--- config.mk ---
export PLATFORM = sky130hd
export DESIGN_NAME = mux_nto1_rr
export DESIGN_NICKNAME = d
export VERILOG_FILES = /design/src/rtl/mux_nto1_rr_pkg.sv /design/src/rtl/mux_nto1_rr_arbiter.sv /design/src/rtl/mux_nto1_rr.sv
export SDC_FILE = /design/constraint.sdc
export NUM_CORES = 1
export LEC_CHECK = 0
export BUFFER_PORTS_ARGS = -buffer_cell sky130_fd_sc_hd__buf_2
export CAP_MARGIN = 0
export CORE_ASPECT_RATIO = 0.6
export CORE_UTILIZATION = 54
export CTS_CLUSTER_SIZE = 28
export DETAILED_ROUTE_END_ITERATION = 16
export GPL_TIMING_DRIVEN = 0
export MAX_ROUTING_LAYER = met4
export PLACE_DENSITY_LB_ADDON = 0.05
export SYNTH_ARGS = -nofsm -noshare
export SYNTH_HDL_FRONTEND = slang
export SYNTH_SLANG_ARGS = --single-unit
--- constraint.sdc ---
create_clock -name clk -period 5.4 [get_ports clk]
set_input_delay 0.27 -clock clk [delete_from_list [all_inputs] [get_ports clk]]
set_output_delay 0.27 -clock clk [all_outputs]
set_load 0.02 [all_outputs]
--- src/rtl/mux_nto1_rr_pkg.sv ---
// Shared types and helpers for the N-to-1 valid/ready multiplexer.
package mux_pkg;

  typedef enum logic {MODE_FIXED = 1'b0, MODE_RR = 1'b1} mux_mode_e;

  localparam int STAT_W = 16;

  // Index of the set bit of a one-hot vector (0 when the vector is zero).
  function automatic logic [4:0] onehot_idx(input logic [31:0] v);
    logic [4:0] r;
    r = 5'd0;
    for (int i = 0; i < 32; i++) begin
      r = r | ({5{v[i]}} & 5'(i));
    end
    return r;
  endfunction

endpackage

--- src/rtl/mux_nto1_rr_arbiter.sv ---
// Combinational round-robin arbiter: searches ptr+1, ptr+2, ... modulo N.
module rr_arbiter #(
  parameter int N = 8,
  localparam int SELW = $clog2(N)
) (
  input  logic [N-1:0]    req,
  input  logic [SELW-1:0] ptr,
  output logic [N-1:0]    grant
);

  logic found_s;
  logic hit_s;

  // First requester after the pointer wins; the found flag masks later ones.
  always_comb begin
    grant   = '0;
    found_s = 1'b0;
    hit_s   = 1'b0;
    for (int k = 1; k <= N; k++) begin
      hit_s = req[(int'(ptr) + k) % N] & ~found_s;
      grant[(int'(ptr) + k) % N] = hit_s;
      found_s = found_s | hit_s;
    end
  end

endmodule

--- src/rtl/mux_nto1_rr.sv ---
// N-to-1 valid/ready mux with fixed or round-robin selection and a registered output.
// Optional transfer counter enabled by defining MUX_NTO1_STATS_EN.
module mux_nto1_rr
  import mux_pkg::*;
#(
  parameter int N     = 8,
  parameter int WIDTH = 8,
  localparam int SELW = $clog2(N)
) (
  input  logic               clk,
  input  logic               rst,
  input  logic               mode,
  input  logic [SELW-1:0]    sel,
  input  logic [N*WIDTH-1:0] in_data,
  input  logic [N-1:0]       in_valid,
  output logic [N-1:0]       in_ready,
  output logic [WIDTH-1:0]   out_data,
  output logic [SELW-1:0]    out_ch,
  output logic               out_valid,
  input  logic               out_ready
`ifdef MUX_NTO1_STATS_EN
  ,
  input  logic               cnt_clr,
  output logic [STAT_W-1:0]  xfer_cnt
`endif
);

  localparam logic [SELW:0]   N_W      = (SELW + 1)'(N);
  localparam logic [SELW-1:0] LAST_RST = SELW'(N - 1);

  mux_mode_e         mode_s;
  logic [SELW-1:0]   last_r;
  logic [N-1:0]      grant_rr_s;
  logic [N-1:0]      grant_fix_s;
  logic [N-1:0]      grant_s;
  logic [SELW-1:0]   gidx_s;
  logic [WIDTH-1:0]  sel_data_s;
  logic              load_en_s;
  logic              xfer_s;

  assign mode_s = mux_mode_e'(mode);

  rr_arbiter #(.N(N)) u_arb (
    .req   (in_valid),
    .ptr   (last_r),
    .grant (grant_rr_s)
  );

  // Fixed-mode grant; an out-of-range select grants nothing.
  always_comb begin
    grant_fix_s = '0;
    if ({1'b0, sel} < N_W) begin
      grant_fix_s[sel] = in_valid[sel];
    end else begin
      grant_fix_s = '0;
    end
  end

  // Final grant, handshake and data selection.
  always_comb begin
    grant_s    = (mode_s == MODE_RR) ? grant_rr_s : grant_fix_s;
    load_en_s  = ~out_valid | out_ready;
    in_ready   = grant_s & {N{load_en_s}};
    xfer_s     = load_en_s & (|grant_s);
    gidx_s     = SELW'(onehot_idx(32'(grant_s)));
    sel_data_s = '0;
    for (int i = 0; i < N; i++) begin
      sel_data_s = sel_data_s | (in_data[i*WIDTH +: WIDTH] & {WIDTH{grant_s[i]}});
    end
  end

  // Output register and RR pointer; only RR-mode transfers move the pointer.
  always_ff @(posedge clk or posedge rst) begin
    if (rst) begin
      out_valid <= 1'b0;
      out_data  <= '0;
      out_ch    <= '0;
      last_r    <= LAST_RST;
    end else if (xfer_s) begin
      out_valid <= 1'b1;
      out_data  <= sel_data_s;
      out_ch    <= gidx_s;
      last_r    <= (mode_s == MODE_RR) ? gidx_s : last_r;
    end else if (out_ready) begin
      out_valid <= 1'b0;
    end else begin
      out_valid <= out_valid;
    end
  end

`ifdef MUX_NTO1_STATS_EN
  // Saturating handshake counter; clear has priority.
  always_ff @(posedge clk or posedge rst) begin
    if (rst) begin
      xfer_cnt <= '0;
    end else if (cnt_clr) begin
      xfer_cnt <= '0;
    end else if (out_valid && out_ready && (xfer_cnt != 16'hFFFF)) begin
      xfer_cnt <= xfer_cnt + 16'd1;
    end else begin
      xfer_cnt <= xfer_cnt;
    end
  end
`endif

endmodule

==> impl_metrics.json, run 1 <==
{
  "outcome": "finished, final reports clean",
  "setup_violations": 0,
  "grt_use_total_pct": 40.7,
  "crit_fanout": 10,
  "nets": 606,
  "async_reset_ff_share_pct": 100,
  "ys_seq_elements": 15,
  "r2r-start": "last_r[0]",
  "r2r_slack_ns": 0.11,
  "post_drt_wl_per_cell_um": 22.3,
  "cts_sinks": 15,
  "setup-tns-final_ns": 0,
  "grt_pass1_wl_mm": 20.2,
  "hold_viol_final": 0,
  "h-tree-depth": 1,
  "cp_slowest_stage_delay_ns": 0.56,
  "clock_latency_ns": 0.25,
  "numCtsBuffers": 3,
  "place_congestion": 1.05,
  "relSlewSlack_pct": 42.8,
  "layout_setup_ws_ns": 0.106,
  "antenna_found_initial": 0,
  "path_cells": "buf_2 > inv_2 > clkbuf_1 > ha_1 > buf_6 > buf_8 > mux2i_1 > nand3_1 > o22ai_4 > nand3_2 > a311oi_2 > a221oi_2 > a21oi_2 > nor4b_4 > a21oi_2 > buf_6 > mux2_4",
  "pre_cts_slack_ns": 0.304,
  "p_leak_nw": 1.76,
  "cts_tree": "done",
  "rsz0062_at_grt": "false",
  "cp_slowest_cell": "dfstp_2",
  "grt_max_degree": 16,
  "tightest_slew_ns": 0.855,
  "start_util_pct": 56.0,
  "min_path_type": "in -> async",
  "cp.required_ns": 5.53,
  "layout_min_cycle_time_ns": 5.29,
  "antenna_left": 0,
  "die-width_um": 105,
  "dr.pass1.iters": 8,
  "die_h_um": 63.7,
  "cap_violations": 0,
  "seq_area_frac_synth_pct": 11.1,
  "path_clk_slew_ns": 0.07,
  "post-route-period-util_pct": 98.0,
  "cts_root_buf": "clkbuf_8",
  "syn_area_mm2": 0.00342,
  "slew_violations": 0,
  "drive_gt1_share_pct": 35.0,
  "synth_ff_type": "dfrtp_1",
  "reg2regPathDepth": 17,
  "synthCells": 419,
  "vdd_ir_drop_max_uv": 644,
  "grt_overflow": 0,
  "synth_warnings": 0,
  "max_freq_ghz": 0.189,
  "end_kind": "flop",
  "vias_per_cell": 6.97,
  "r2r-end": "out_data[1]",
  "synth-edff-count": 0,
  "rows": 22,
  "cp.arrival_ns": 5.43,
  "antenna_cells": 0,
  "ys_types": 92,
  "pin_count": 99,
  "finalClockSkew_ns": 0.00466,
  "grt_pass1_vias": 3729,
  "post-cts-setup-buffers": 0,
  "core_mm2": 0.00611,
  "power.density_mw_per_mm2": 851,
  "syn_nets": 504,
  "syn2layout_area_growth_pct": 18.9,
  "drc": 0,
  "port_buffers": 98,
  "syn_avg_cell_area_um2": 8.16,
  "start_kind": "flop",
  "vias": 4210,
  "dieArea_mm2": 0.00667,
  "crit_type": "reg -> reg",
  "wl_mm": 13.5,
  "dp_hpwl_mm": 10.6,
  "cts_max_path_buffers": 2,
  "drtIter0Drc": 685
}
## report_power, final
group / internal [W] / leakage, nW / switching, W / total (W)
Combinational: 0.00123 / 1.56 / 0.00190 / 0.00313
Clock: 0.0000518 / 0.0217 / 0.0000417 / 0.0000936
Sequential: 0.000188 / 0.171 / 0.0000546 / 0.000243
Total: 0.00147 / 1.76 / 0.00200 / 0.00346
## routing by layer
| layer | GRT usage [%] | wire length (um) | vias to the layer above |
|---|---|---|---|
| li1 | - | - | 1851 |
| met4 | 7.22 | 205 | 0 |
| met3 | 16.5 | 2320 | 42 |
| met1 | 59.0 | 5680 | 1972 |
| met5 | - | 0 | - |
| met2 | 51.8 | 5260 | 345 |
## how the worst max path moves through the flow
stage	start	endpoint	cells after the start
floorplan	last_r[0]	out_ch[1]	16
detailed placement	last_r[0]	out_data[3]	17
global placement	last_r[0]	out_data[3]	14
global route	last_r[0]	out_data[0]	17
finish	last_r[0]	out_data[1]	17
CTS	last_r[0]	out_data[3]	17
## Yosys cell counts (9+ instances only)
master     n  area share (%)
mux2_2    11             3.6
mux4_2    11             7.2
buf_2     12             1.8
inv_1     26             2.9
nor2_1    34             3.7
a21oi_1   14             2.0
o21ai_0   12             1.8
nand2_1   28             3.1
nand3_1   20             2.9
mux2_4    10             4.4
nor2b_1    9             1.6
clkbuf_1  17             1.9
dfrtp_1   12             8.8
a22oi_1   10             2.2
o22ai_1   13             2.4
a221oi_1   9             2.3
mux2i_1   18             5.3
## placed cells by master (no fill, tap or decap), types with 4 or more instances in the layout
master     count
a211oi_1       5
a21oi_1       14
a221oi_1       9
a222oi_1       8
a22oi_1       10
a31oi_1        8
a32oi_1        5
and2_1         5
buf_2        110
clkbuf_1      16
dfrtp_1       12
ha_1           6
inv_1         26
mux2_2        11
mux2_4        10
mux2i_1       18
mux4_2        11
nand2_1       28
nand2b_1       5
nand3_1       20
nand3b_1       4
nor2_1        34
nor2b_1        9
nor3_1         7
nor3b_1        4
o2111ai_1      4
o211ai_1       5
o21ai_0       12
o22ai_1       13
## kinds of logic after synthesis
family / share of synthesized area [%]
and+or+nand+nor: 22.7
adders and majority gates: 2.19
AOI/OAI and AO/OA: 32.2
buffers and inverters: 8.34
DFF: 11.1
muxes: 22.0
xor gates and xnor gates: 1.46
## flip-flops by register name, indices dropped and copies added, names as in the netlist
name       count
last_r         3
out_ch         3
out_valid      1
out_data       8
## timing repair
action,CTS,global route
resized for setup,0,1
hold buffers,0,0
endpoints found under the setup margin,0,5
## per-stage QoR
stage / instances / cell area, um^2 / util, % / total power, W / hold slack [ns]
6_report: 604 / 4070 / 66.6 / 0.00346 / 0.0486
3_5_place_dp: 601 / 4020 / 65.7 / 0.00323 / 0.339
2_1_floorplan: 419 / 3420 / - / 0.00249 / 0.169
3_3_place_gp: 601 / 4020 / 65.7 / 0.00320 / 0.331
4_1_cts: 605 / 4070 / 66.5 / 0.00334 / 0.0669
5_1_grt: 604 / 4070 / 66.6 / 0.00364 / 0.0973
## critical path, delay by kind of cell, from the launching register on
kind / cells / cell delay (ns)
compound gates: 5 / 1.48
mux: 2 / 0.76
buf+inv: 6 / 1.26
fa+ha+maj: 1 / 0.45
flops: 1 / 0.56
simple gates: 3 / 0.65
## final cells by class
| type | instances | area (um^2) |
|---|---|---|
| inverters | 29 | 109 |
| plain buffers | 33 | 173 |
| flip-flops and latches | 15 | 379 |
| clock buffers | 3 | 41.3 |
| well taps | 84 | 105 |
| repair buffers | 98 | 490 |
| clock inverters | 1 | 7.51 |
| multi-input cells | 341 | 2760 |
| fillers | 555 | 2040 |
(Power assumes the default switching activity.)
==> run 2, diff against run 1 <==
--- a/config.mk
+++ b/config.mk
@@ -5,10 +5,11 @@
 export SDC_FILE = /design/constraint.sdc
 export NUM_CORES = 1
 export LEC_CHECK = 0
+export ABC_AREA = 1
 export BUFFER_PORTS_ARGS = -buffer_cell sky130_fd_sc_hd__buf_2
 export CAP_MARGIN = 0
 export CORE_ASPECT_RATIO = 0.6
-export CORE_UTILIZATION = 54
+export CORE_UTILIZATION = 53
 export CTS_CLUSTER_SIZE = 28
 export DETAILED_ROUTE_END_ITERATION = 16
 export GPL_TIMING_DRIVEN = 0
==> impl_metrics.json, run 2 <==
{
  "outcome": "finished, final reports clean",
  "dr.pass1.iters": 5,
  "yosysMostFrequentCell": "nand2_1",
  "final_common_cell": "nand2_1",
  "synth_ff_type": "dfrtp_1",
  "layout_min_cycle_time_ns": 4.00,
  "antenna_cells": 0,
  "ys_seq_elements": 15,
  "dieArea_mm2": 0.00595,
  "p_total_w": 0.00295,
  "multi_input_area_mm2": 0.00227,
  "vias": 4067,
  "synth-edff-count": 0,
  "layout_common_cells": "nand2_1, buf_2, nand3_1",
  "seq_area_frac_synth_pct": 12.7,
  "grt_pass1_vias": 3474,
  "cap_violations": 0,
  "cp.required_ns": 5.13,
  "crit_fanout": 10,
  "p_switching_w": 0.00194,
  "place_congestion": 1.01,
  "post-cts-setup-buffers": 0,
  "vdd_ir_drop_max_uv": 990,
  "crit_type": "reg -> out",
  "vias_per_cell": 5.64,
  "tightest_slew_ns": 0.657,
  "rsz0062_at_grt": "false",
  "ys_top_cells_by_count": "nand2_1, nand3_1, inv_1",
  "cts_max_path_buffers": 2,
  "sw_frac_of_total_pct": 65.8,
  "yosys.area.top_type": "nand2_1",
  "ctsHoldBuffers": 0,
  "clock_latency_ns": 0.25,
  "wl_mm": 10.8,
  "syn_area_mm2": 0.00299,
  "max_freq_ghz": 0.250,
  "fillCellCount": 484,
  "rows": 20,
  "grt_max_degree": 16,
  "seqCellArea_um2": 379,
  "met1Wirelength_mm": 4.81,
  "cts_tree": "done",
  "final_core_util_pct": 68.8,
  "ys_types": 35,
  "syn_nets": 640,
  "p_seq_share_pct": 7.9,
  "p_int_w": 0.00101,
  "finalClockSkew_ns": 0.00573,
  "start_util_pct": 57.2,
  "power.density_mw_per_mm2": 821,
  "grt_overflow": 0,
  "r2r_slack_ns": 1.44,
  "core_mm2": 0.00523,
  "r2r-end": "out_data[1]",
  "reg2regPathDepth": 22,
  "synth_top_area_share_pct": 28.3,
  "hold-worst-slack_ns": 0.0463,
  "grt_pass1_wl_mm": 16.9,
  "relSlewSlack_pct": 56.0,
  "syn_avg_cell_area_um2": 5.39,
  "cts_sinks": 15,
  "wl_met3_mm": 1.55,
  "slew_violations": 0,
  "setup-tns-final_ns": 0,
  "p_clk_share_pct": 3.1,
  "ctsResizeCount": 0,
  "port_buffers": 96,
  "wl_met2_mm": 4.33,
  "p_comb_share_pct": 89.0,
  "reg_top3": "out_data (8), last_r (3), out_ch (3)",
  "h-tree-depth": 1,
  "pin_count": 99,
  "p_leak_nw": 2.16,
  "async_reset_ff_share_pct": 100,
  "post-route-period-util_pct": 74.1,
  "largest_register_ffs": 8,
  "drc": 0,
  "cts_root_buf": "clkbuf_8",
  "numCtsBuffers": 3,
  "highest_layer": "met4",
  "drive_gt1_share_pct": 25.2,
  "setup_violations": 0,
  "r2r-start": "last_r[0]",
  "die-width_um": 99.0,
  "hold_viol_final": 0,
  "dp.cells": 717,
  "post_drt_wl_per_cell_um": 14.9,
  "top_register": "out_data",
  "nets": 741,
  "start_kind": "flop",
  "cp.arrival_ns": 3.73,
  "synth_warnings": 0,
  "final_cell_count_no_fill": 721,
  "drtIter0Drc": 410,
  "dp_hpwl_mm": 8.70,
  "synth_area_leaders": "nand2_1, nand3_1, dfrtp_1",
  "die_h_um": 60.2,
  "antenna_found_initial": 0,
  "synthCells": 555,
  "antenna_left": 0,
  "syn2layout_area_growth_pct": 20.3,
  "grt_use_total_pct": 37.5,
  "path_clk_slew_ns": 0.06,
  "min_path_type": "in -> async",
  "end_kind": "output port"
}
[run 2: final cells by class]
class | instances | share of cell area [%]
Multi-Input combinational cell | 462 | 63.2
Timing Repair Buffer | 96 | 13.4
Sequential cell | 15 | 10.5
Inverter | 65 | 6.78
Buffer | 13 | 2.61
Tap cell | 66 | 2.30
Clock buffer | 4 | 1.25
[run 2: per-layer routing]
metal / track usage [%] / vias to the layer above
met5: - / -
met4: 2.77 / 0
met3: 11.8 / 15
met2: 56.2 / 270
met1: 51.2 / 1802
li1: - / 1980
[run 2: worst max-delay path by stage]
stage / endpoint / start / slack (ns)
after floorplan: in_ready[7] / last_r[0] / 2.17
after global placement: out_data[7] / last_r[0] / 1.73
after detailed placement: out_data[1] / last_r[0] / 1.63
after CTS: in_ready[7] / last_r[0] / 1.47
after global routing: in_ready[7] / last_r[0] / 1.12
final: in_ready[7] / last_r[0] / 1.40
[run 2: cell families after synthesis]
group | synth area share (%)
AOI/OAI and AO/OA | 6.87
adders and majority gates | 2.51
buffers and inverters | 11.3
DFF | 12.7
muxes | 0.335
and+or+nand+nor | 66.3
[run 2: critical path: stages (launching register included)]
cell and delay (ns):
dfstp_2 0.57, inv_2 0.07, buf_6 0.14, buf_2 0.19, ha_1 0.41, inv_2 0.10
buf_6 0.15, nand3_1 0.12, nand2_1 0.11, nand2_2 0.07, nand2_4 0.14, nand3_4 0.11
nor2_8 0.17, nand2_1 0.09, nor2_2 0.20, nand3_1 0.11, nand2_1 0.09, nand2_1 0.06
nand2_2 0.20, inv_2 0.11, nor2_1 0.10, buf_2 0.17
[run 2: stage by stage]
| step | cell area (um^2) | worst slack, ns |
|---|---|---|
| floorplan | 2990 | 2.17 |
| global placement | 3550 | 1.73 |
| detailed placement | 3550 | 1.63 |
| CTS | 3600 | 1.47 |
| global route | 3600 | 1.12 |
| finish | 3600 | 1.40 |
[run 2: power by group through the flow]
stage | Combinational (W) | Sequential, W | Clock (W)
final | 0.00263 | 0.000234 | 0.0000916
after global routing | 0.00287 | 0.000240 | 0.0000974
after CTS | 0.00254 | 0.000234 | 0.0000925
after detailed placement | 0.00254 | 0.000235 | 0
after global placement | 0.00247 | 0.000232 | 0
after floorplan | 0.00186 | 0.000285 | 0
==> run 3, diff against run 2 <==
==> constraint.sdc (replaced) <==
create_clock -name clk -period 3.8 [get_ports clk]
set_input_delay 0.19 -clock clk [delete_from_list [all_inputs] [get_ports clk]]
set_output_delay 0.19 -clock clk [all_outputs]
set_load 0.02 [all_outputs]
==> impl_metrics.json, run 3 (synthesis results as in run 2) <==
{
  "numCtsBuffers": 3,
  "hp-start": "mode",
  "layout_min_cycle_time_ns": 3.57,
  "dp_hpwl_mm": 8.70,
  "drc": 0,
  "largest_register_ffs": 8,
  "grt_max_degree": 16,
  "vdd_ir_drop_max_uv": 1440,
  "crit_top_cell": "nand2_1",
  "antenna_cells": 0,
  "wl_met2_mm": 4.56,
  "rows": 20,
  "grt_overflow": 0,
  "die_h_um": 60.2,
  "grt_use_total_pct": 38.1,
  "antenna_found_initial": 0,
  "crit_fanout": 10,
  "slew_violations": 0,
  "dr.pass1.iters": 5,
  "dieArea_mm2": 0.00595,
  "end_kind": "output port",
  "clock_latency_ns": 0.25,
  "p_total_w": 0.00430,
  "r2r-end": "out_data[1]",
  "post-route-period-util_pct": 93.9,
  "cp.arrival_ns": 3.38,
  "vias": 4174,
  "cts_tree": "done",
  "path_cells": "inv_1 > ha_4 > buf_6 > nand3_1 > nand2_1 > nand2_1 > nand2_4 > nand3_4 > nor2_8 > nand3_2 > nand2_1 > nand2_1 > nand2_1 > nand2_1 > nand2_1 > nand2_1 > nand2_4 > inv_2 > nor2_1 > buf_2",
  "hold_depth": 3,
  "cts_max_path_buffers": 2,
  "wl_met3_mm": 1.68,
  "cts_root_buf": "clkbuf_8",
  "outcome": "finished, final reports clean",
  "cp_slowest_stage_delay_ns": 0.63,
  "tightest_slew_ns": 0.656,
  "path_clk_slew_ns": 0.06,
  "critPathBufInv": 4,
  "pin_count": 99,
  "hold-worst-slack_ns": 0.336,
  "max_freq_ghz": 0.280,
  "die-width_um": 99.0,
  "port_buffers": 96,
  "min_path_type": "in -> reg",
  "antenna_left": 0,
  "met1Wirelength_mm": 4.69,
  "relSlewSlack_pct": 56.1,
  "crit_type": "reg -> out",
  "cp.required_ns": 3.61,
  "highest_layer": "met4",
  "start_kind": "flop",
  "cp_slowest_cell": "dfstp_2",
  "fillCellCount": 474,
  "r2r_slack_ns": 0.26,
  "setup-tns-final_ns": 0,
  "finalClockSkew_ns": 0.00548,
  "start_util_pct": 57.2,
  "hold_viol_final": 0,
  "grt_pass1_vias": 3503,
  "drtIter0Drc": 444,
  "wl_mm": 11.0,
  "layout_common_cells": "nand2_1, buf_2, nand3_1",
  "reg_top3": "out_data (8), last_r (3), out_ch (3)",
  "hold_end": "last_r[1]",
  "cts_sinks": 15,
  "p_leak_nw": 2.18,
  "final_common_cell": "nand2_1",
  "cap_violations": 0,
  "drive_gt1_share_pct": 25.9,
  "nets": 745,
  "cpLargestDelayFamily": "simple AND/OR/NAND/NOR gates",
  "r2r-start": "last_r[1]",
  "rsz0062_at_grt": "false",
  "core_mm2": 0.00523,
  "power.density_mw_per_mm2": 1180,
  "post_drt_wl_per_cell_um": 15.2,
  "place_congestion": 1.01,
  "grt_pass1_wl_mm": 17.1,
  "syn2layout_area_growth_pct": 22.6,
  "h-tree-depth": 1,
  "reg2regPathDepth": 21,
  "top_register": "out_data",
  "setup_violations": 0,
  "vias_per_cell": 5.76
}
==> run 3: worst max path at each step <==
stage                    from           to  slack (ns)  cells after the start
global route        last_r[1]  in_ready[7]        0.02                     18
global placement    last_r[0]  out_data[7]        0.13                     22
CTS                 last_r[0]  out_data[1]        0.04                     22
detailed placement  last_r[0]  out_data[1]        0.03                     22
floorplan           last_r[0]  out_data[0]        0.61                     26
finish              last_r[1]  in_ready[7]        0.23                     20
==> run 3: where the power goes <==
part           leakage [nW]  total (W)  internal (W)  switching, W
Sequential            0.169   0.000336      0.000264     0.0000722
Clock                0.0228   0.000131     0.0000744     0.0000563
Combinational          1.99    0.00384       0.00117       0.00267
Total                  2.18    0.00430       0.00151       0.00280
==> run 3: metrics by stage <==
stage / cell area (um^2) / setup WS (ns) / std cells / utilization, %
global placement: 3550 / 0.132 / 717 / 67.9
finish: 3660 / 0.231 / 725 / 70.0
CTS: 3610 / 0.0393 / 722 / 69.1
global route: 3660 / 0.0152 / 725 / 70.0
floorplan: 2990 / 0.614 / 555 / -
detailed placement: 3550 / 0.0306 / 717 / 67.9
==> run 3: layer usage <==
layer  vias to the layer above  global-route usage, %
met2                       313                   57.5
met4                         0                   3.41
met3                        16                   10.8
li1                       1992                      -
met1                      1853                   52.3
met5                         -                      -
==> run 3: final cells by class <==
cell class | count | area, um^2 | share of cell area, %
timing repair buffer | 101 | 520 | 14.2
clock buffer | 4 | 45.0 | 1.23
multi-input combinational | 462 | 2300 | 62.9
buffer | 12 | 88.8 | 2.42
tap | 66 | 82.6 | 2.25
inverter | 65 | 244 | 6.66
sequential | 15 | 379 | 10.3
==> run 3: repair_timing <==
action,4_1_cts,5_1_grt
setup buffers,0,4
hold buffers,1,0
gates resized for setup,2,4
pin swaps,0,4
endpoints found under the hold margin,12,0
endpoints found under the setup margin,1,22
==> run 3: worst register-to-register path: stages, from the launching register on <==
cell and delay, ns:
dfstp_2 0.63, inv_1 0.19, ha_4 0.35, buf_6 0.15
nand3_1 0.11, nand2_1 0.11, nand2_1 0.10, nand2_4 0.14
nand3_4 0.11, nor2_8 0.17, nand4_4 0.19, a21oi_1 0.19
nand2_1 0.08, nand2_2 0.18, nand2_2 0.11, nand3_2 0.09
nor2_2 0.06, nand3_4 0.09, nand2_2 0.08, buf_6 0.15
nand2_1 0.08, nand2_1 0.06
